File: src/rtl/pipe_ctrl_pkg.sv
// Shared definitions for the pipeline hazard/stall controller.
// Latency: n/a (types and constants only).
// Backpressure: n/a.
package pipe_ctrl_pkg;

    // RUN: normal flow, DIV: divide occupies EXE, DONE: one-cycle result handoff
    typedef enum logic [1:0] {
        ST_RUN  = 2'd0,
        ST_DIV  = 2'd1,
        ST_DONE = 2'd2
    } state_t;

    localparam int DIV_CYCLES_DEFAULT = 32;

    localparam logic [4:0] REG_X0 = 5'd0;

endpackage

File: src/rtl/hazard_detect.sv
// Load-use hazard detector: flags an ID source matching a pending load destination.
// Latency: purely combinational, zero cycles.
// Backpressure: none; consumers decide how to stall on load_use.
// Ports: id_rs1/id_rs2 + *_used (ID sources), exe_rd/exe_is_load (EXE producer),
//        load_use (hazard present this cycle).
module hazard_detect
    import pipe_ctrl_pkg::*;
(
    input  logic [4:0] id_rs1,
    input  logic [4:0] id_rs2,
    input  logic       id_rs1_used,
    input  logic       id_rs2_used,
    input  logic [4:0] exe_rd,
    input  logic       exe_is_load,
    output logic       load_use
);

    logic rs1_match;
    logic rs2_match;

    // x0 is hardwired zero, so a load targeting it never creates a dependency
    assign rs1_match = id_rs1_used && (id_rs1 == exe_rd);
    assign rs2_match = id_rs2_used && (id_rs2 == exe_rd);
    assign load_use  = exe_is_load && (exe_rd != REG_X0) && (rs1_match || rs2_match);

endmodule

File: src/rtl/pipe_hazard_ctrl.sv
// Stall/flush sequencer for IF/ID, ID/EXE and EXE/MEM: load-use, taken branch, divide occupancy.
// Latency: controls are Mealy (same cycle); div_busy is registered; divide holds EXE DIV_CYCLES+1 cycles.
// Backpressure: if_hold/id_hold freeze upstream stages; bubbles/flushes zero the affected registers.
// Ports: clk, rst (async active-high), ID source fields, EXE producer flags,
//        hold/flush/bubble controls, divider start/done pulses, div_busy.
module pipe_hazard_ctrl
    import pipe_ctrl_pkg::*;
#(
    parameter int DIV_CYCLES = DIV_CYCLES_DEFAULT
)
(
    input  logic       clk,
    input  logic       rst,
    input  logic [4:0] id_rs1,
    input  logic [4:0] id_rs2,
    input  logic       id_rs1_used,
    input  logic       id_rs2_used,
    input  logic [4:0] exe_rd,
    input  logic       exe_is_load,
    input  logic       exe_is_div,
    input  logic       exe_br_taken,
    output logic       if_hold,
    output logic       id_hold,
    output logic       if_id_flush,
    output logic       id_exe_bubble,
    output logic       exe_mem_bubble,
    output logic       div_start,
    output logic       div_done,
    output logic       div_busy
);

    localparam int CW = $clog2(DIV_CYCLES);

    state_t        state;
    state_t        state_nxt;
    logic [CW-1:0] cnt;
    logic [CW-1:0] cnt_nxt;
    logic          load_use;

    logic if_hold_c, id_hold_c, if_id_flush_c, id_exe_bubble_c;
    logic exe_mem_bubble_c, div_start_c, div_done_c;

    hazard_detect u_hazard_detect (
        .id_rs1      (id_rs1),
        .id_rs2      (id_rs2),
        .id_rs1_used (id_rs1_used),
        .id_rs2_used (id_rs2_used),
        .exe_rd      (exe_rd),
        .exe_is_load (exe_is_load),
        .load_use    (load_use)
    );

    always_ff @(posedge clk or posedge rst) begin
        if (rst) begin
            state    <= ST_RUN;
            cnt      <= '0;
            div_busy <= 1'b0;
        end else begin
            state    <= state_nxt;
            cnt      <= cnt_nxt;
            div_busy <= (state_nxt == ST_DIV);
        end
    end

    always_comb begin
        state_nxt        = state;
        cnt_nxt          = cnt;
        if_hold_c        = 1'b0;
        id_hold_c        = 1'b0;
        if_id_flush_c    = 1'b0;
        id_exe_bubble_c  = 1'b0;
        exe_mem_bubble_c = 1'b0;
        div_start_c      = 1'b0;
        div_done_c       = 1'b0;
        case (state)
            ST_RUN: begin
                if (exe_br_taken) begin
                    // redirect wins: the instructions behind the branch are dead anyway
                    if_id_flush_c   = 1'b1;
                    id_exe_bubble_c = 1'b1;
                end else if (exe_is_div) begin
                    div_start_c      = 1'b1;
                    if_hold_c        = 1'b1;
                    id_hold_c        = 1'b1;
                    exe_mem_bubble_c = 1'b1;
                    // start cycle counts as the first of DIV_CYCLES, DONE follows cnt==0
                    cnt_nxt          = CW'(DIV_CYCLES - 2);
                    state_nxt        = ST_DIV;
                end else if (load_use) begin
                    if_hold_c       = 1'b1;
                    id_exe_bubble_c = 1'b1;
                end
            end
            ST_DIV: begin
                if_hold_c        = 1'b1;
                id_hold_c        = 1'b1;
                exe_mem_bubble_c = 1'b1;
                if (cnt == '0) begin
                    state_nxt = ST_DONE;
                end else begin
                    cnt_nxt = cnt - 1'b1;
                end
            end
            ST_DONE: begin
                // exe_is_div still reflects the finishing divide; do not restart on it
                div_done_c = 1'b1;
                state_nxt  = ST_RUN;
            end
            default: begin
                state_nxt = ST_RUN;
            end
        endcase
    end

    // reset must silence the pipeline controls immediately, not at the next edge
    assign if_hold        = if_hold_c        && !rst;
    assign id_hold        = id_hold_c        && !rst;
    assign if_id_flush    = if_id_flush_c    && !rst;
    assign id_exe_bubble  = id_exe_bubble_c  && !rst;
    assign exe_mem_bubble = exe_mem_bubble_c && !rst;
    assign div_start      = div_start_c      && !rst;
    assign div_done       = div_done_c       && !rst;

    // a single decoded instruction cannot be both a divide and a branch/load
    always @(posedge clk) begin
        if (!rst) begin
            assert (!(exe_is_div && (exe_br_taken || exe_is_load)));
        end
    end

endmodule

File: config.mk
export PLATFORM = sky130hd
export DESIGN_NAME = pipe_hazard_ctrl
export DESIGN_NICKNAME = d
export VERILOG_FILES = /design/src/rtl/pipe_ctrl_pkg.sv /design/src/rtl/hazard_detect.sv /design/src/rtl/pipe_hazard_ctrl.sv
export SDC_FILE = /design/constraint.sdc
export NUM_CORES = 1
export LEC_CHECK = 0
export BUFFER_PORTS_ARGS = -buffer_cell sky130_fd_sc_hd__buf_2
export CAP_MARGIN = 20
export CORE_AREA = 2 2 40 42
export DETAILED_ROUTE_END_ITERATION = 10
export DIE_AREA = 0 0 42 44
export PLACE_DENSITY = 0.73
export REMOVE_ABC_BUFFERS = 1
export SYNTH_ARGS = -nofsm -noshare
export SYNTH_HDL_FRONTEND = slang
export SYNTH_SLANG_ARGS = --single-unit
File: constraint.sdc
create_clock -name clk -period 1.7 [get_ports clk]
set_input_delay 0 -clock clk [delete_from_list [all_inputs] [get_ports clk]]
set_output_delay 0 -clock clk [all_outputs]
set_load 0.02 [all_outputs]
==> impl_metrics.toml <==
[cells_and_area]
layout-drive-gt1-share_pct = 43.2
utilization_pct = 55.2
nFillCells = 133
finalNonFillerCells = 111
diodes = 0
area_delta_synth_final_pct = 36.4
finalNetCount = 120

[synthesis]
synth_top_area_share_pct = 34.9
ys_top_cells_by_area = "dfrtp_1, xor2_1, or4b_4, nand3_1, nor3_1"
synth_seq_cells = 8
ys_types = 27
synth_common_cells = "xor2_1, dfrtp_1, inv_1"
avgSynthCellArea_um2 = 9.12
synth.most_common_cell = "xor2_1"
synth_edf_count = 0
synth_top_area_cell = "dfrtp_1"
async_flop_share_pct = 100
synth_flop_cell = "dfrtp_1"
yosys_warnings = 0
synthesis.area_um2 = 574
seq_area_frac_synth_pct = 34.9
synth_cells = 63

[place]
numPortBuffers = 29
hpwl_mm = 1.02
place_ws_ns = 0.0107
dp.cells = 106
gp_congestion = 0.771

[critical_path]
critical-path-top-delay-family = "simple AND/OR/NAND/NOR gates"
worst_ep_required_time_ns = 1.81
crit_end = "cnt[1]$_DFFE_PP0P_"
rrSetupSlack_ns = 0.04
critical_path_arrival_ns = 1.77
r2r_cells = 6
path_depth = 6
reg2reg_from = "cnt[1]$_DFFE_PP0P_"
cp_num_buf_inv = 1
crit_type = "reg -> reg"
crit_slowest_cell = "or4b_4"
cp-start-kind = "flip-flop"
crit_start = "cnt[1]$_DFFE_PP0P_"
path_cells = "inv_2 -> ha_4 -> or4b_4 -> a21bo_4 -> nor2_2 -> a31oi_1"
crit_fanout = 5
critical-path-max-stage-delay_ns = 0.50
critPathCaptureType = "flip-flop"
reg2reg_to = "cnt[1]$_DFFE_PP0P_"

[clocking]
path_clk_slew_ns = 0.06
htree_levels = 1
clkLatencyLatePin_ns = 0.25
cts_buffers = 3
clkSinkCount = 8
cts_tree = "yes"
cts_root_buf = "clkbuf_4"
cts_max_path_buffers = 2

[job]
max-cap-violations = 0

[timing]
final_max_slew_viol_count = 0
setup_violations = 0
period_needed_ns = 1.66
fin_worst_skew_ns = 0.00576
finalHoldWorstSlack_ns = 0.0893
fin_ws_ns = 0.0353
relSlewSlack_pct = 66.1
worst_pin_slew_ns = 0.508
finalCritPeriodShare_pct = 97.9
fmax_mhz = 601
report.final.hold_viol_count = 0

[global_route]
grt_usage_pct = 15.6
antenna_found_initial = 0
grt_remaining_overflow = 0
grt_first_pass_wirelength_mm = 2.17
grt_max_degree = 9
grt_pass1_vias = 530

[die]
ios = 30
num_rows = 14
initial_core_util_pct = 40.5
die_x_um = 42
fp.coreArea_mm2 = 0.00142
die_y_um = 44
die-area_mm2 = 0.00185

[min_path]
hold_depth = 3
hold_class = "in -> reg"

[route]
wirelength_mm = 1.35
dr.pass1.iters = 4
drc = 0
drt_first_iter_violations = 8
wire_per_inst_um = 12.1
ant_nets = 0
via_per_inst = 5.30
vias = 588

[pwr]
p_leak_uw = 0.000379
powerDensity_mw_per_mm2 = 1280
ir_drop_uv = 726

[run_status]
status = "finished, final reports clean"
-- stage by stage --
stage | power, uW | cell area [um2] | TNS, ns
2_1_floorplan | 660 | 563 | 0
3_3_place_gp | 780 | 728 | 0
3_5_place_dp | 796 | 728 | 0
4_1_cts | 951 | 761 | 0
5_1_grt | 1090 | 783 | -0.0298
6_report | 1010 | 783 | 0
-- worst register-to-register path, cell delays in order, from the launching register on --
cell and delay [ns]:
dfrtp_1 0.41, inv_2 0.09, ha_4 0.14, or4b_4 0.50, a21bo_4 0.25, nor2_2 0.08
a31oi_1 0.04
-- where the power goes --
group	total (uW)	internal, uW	leakage (uW)	switching, uW
combinational	509	236	0.000276	273
clock	144	80.7	0.0000138	62.9
sequential	354	279	0.0000897	74.8
-- how the worst min path moves through the flow --
stage | to | slack [ns] | start
5_1_grt | cnt[3]$_DFFE_PP0P_ | 0.12 | exe_br_taken
2_1_floorplan | cnt[0]$_DFFE_PP0P_ | -0.18 | rst
4_1_cts | cnt[4]$_DFFE_PP0P_ | 0.09 | exe_br_taken
3_3_place_gp | state[1]$_DFF_PP0_ | -0.0007 | rst
3_5_place_dp | state[0]$_DFF_PP0_ | 0.002 | rst
6_report | cnt[4]$_DFFE_PP0P_ | 0.09 | exe_br_taken
-- flip-flops by register name, summed over array words and instances, names as in the netlist --
| signal | flops |
|---|---|
| state | 2 |
| cnt | 5 |
| div_busy | 1 |
-- what timing repair did --
item | CTS | global route
setup buffers | 0 | 1
setup endpoints to repair | 0 | 4
hold endpoints to repair | 8 | 0
gates resized for setup | 0 | 5
hold buffers | 1 | 0
-- cell families (layout without fill, tap and decap cells) --
kind of cell / Yosys count / in the layout / synth area share (%)
DFF: 8 / 8 / 34.9
AOI/OAI and AO/OA: 10 / 10 / 14.4
xor gates and xnor gates: 12 / 12 / 18.3
adders and majority gates: 1 / 1 / 2.18
buffers and inverters: 7 / 39 / 5.23
and+or+nand+nor: 25 / 25 / 25.1
-- cells in the final DEF, fill, tap and decap left out, types with 2 or more instances in the layout --
cell and count:
xor2_1 10, nand2_1 4, dfrtp_1 8, nor3_1 4, buf_2 29, xnor2_1 2
inv_1 3, nor2_1 3, nand3_1 4, nor4_1 2, o21bai_1 2, inv_2 2
clkbuf_4 3, or4b_4 2
-- area by class of cell --
class	instances	area (um2)	area share, %
Multi-Input combinational cell	48	359	45.8
Sequential cell	8	200	25.6
Timing Repair Buffer	31	163	20.8
Clock buffer	3	22.5	2.88
Tap cell	16	20.0	2.56
Inverter	5	18.8	2.40
-- per-layer routing --
layer / routed length, um / global-route usage (%) / up-vias
li1: - / - / 289
met1: 521 / 18.5 / 258
met2: 630 / 25.6 / 35
met3: 155 / 3.75 / 6
met4: 40 / 9.68 / 0
met5: 0 / 0 / -
Power figures use the tool's default switching activity.
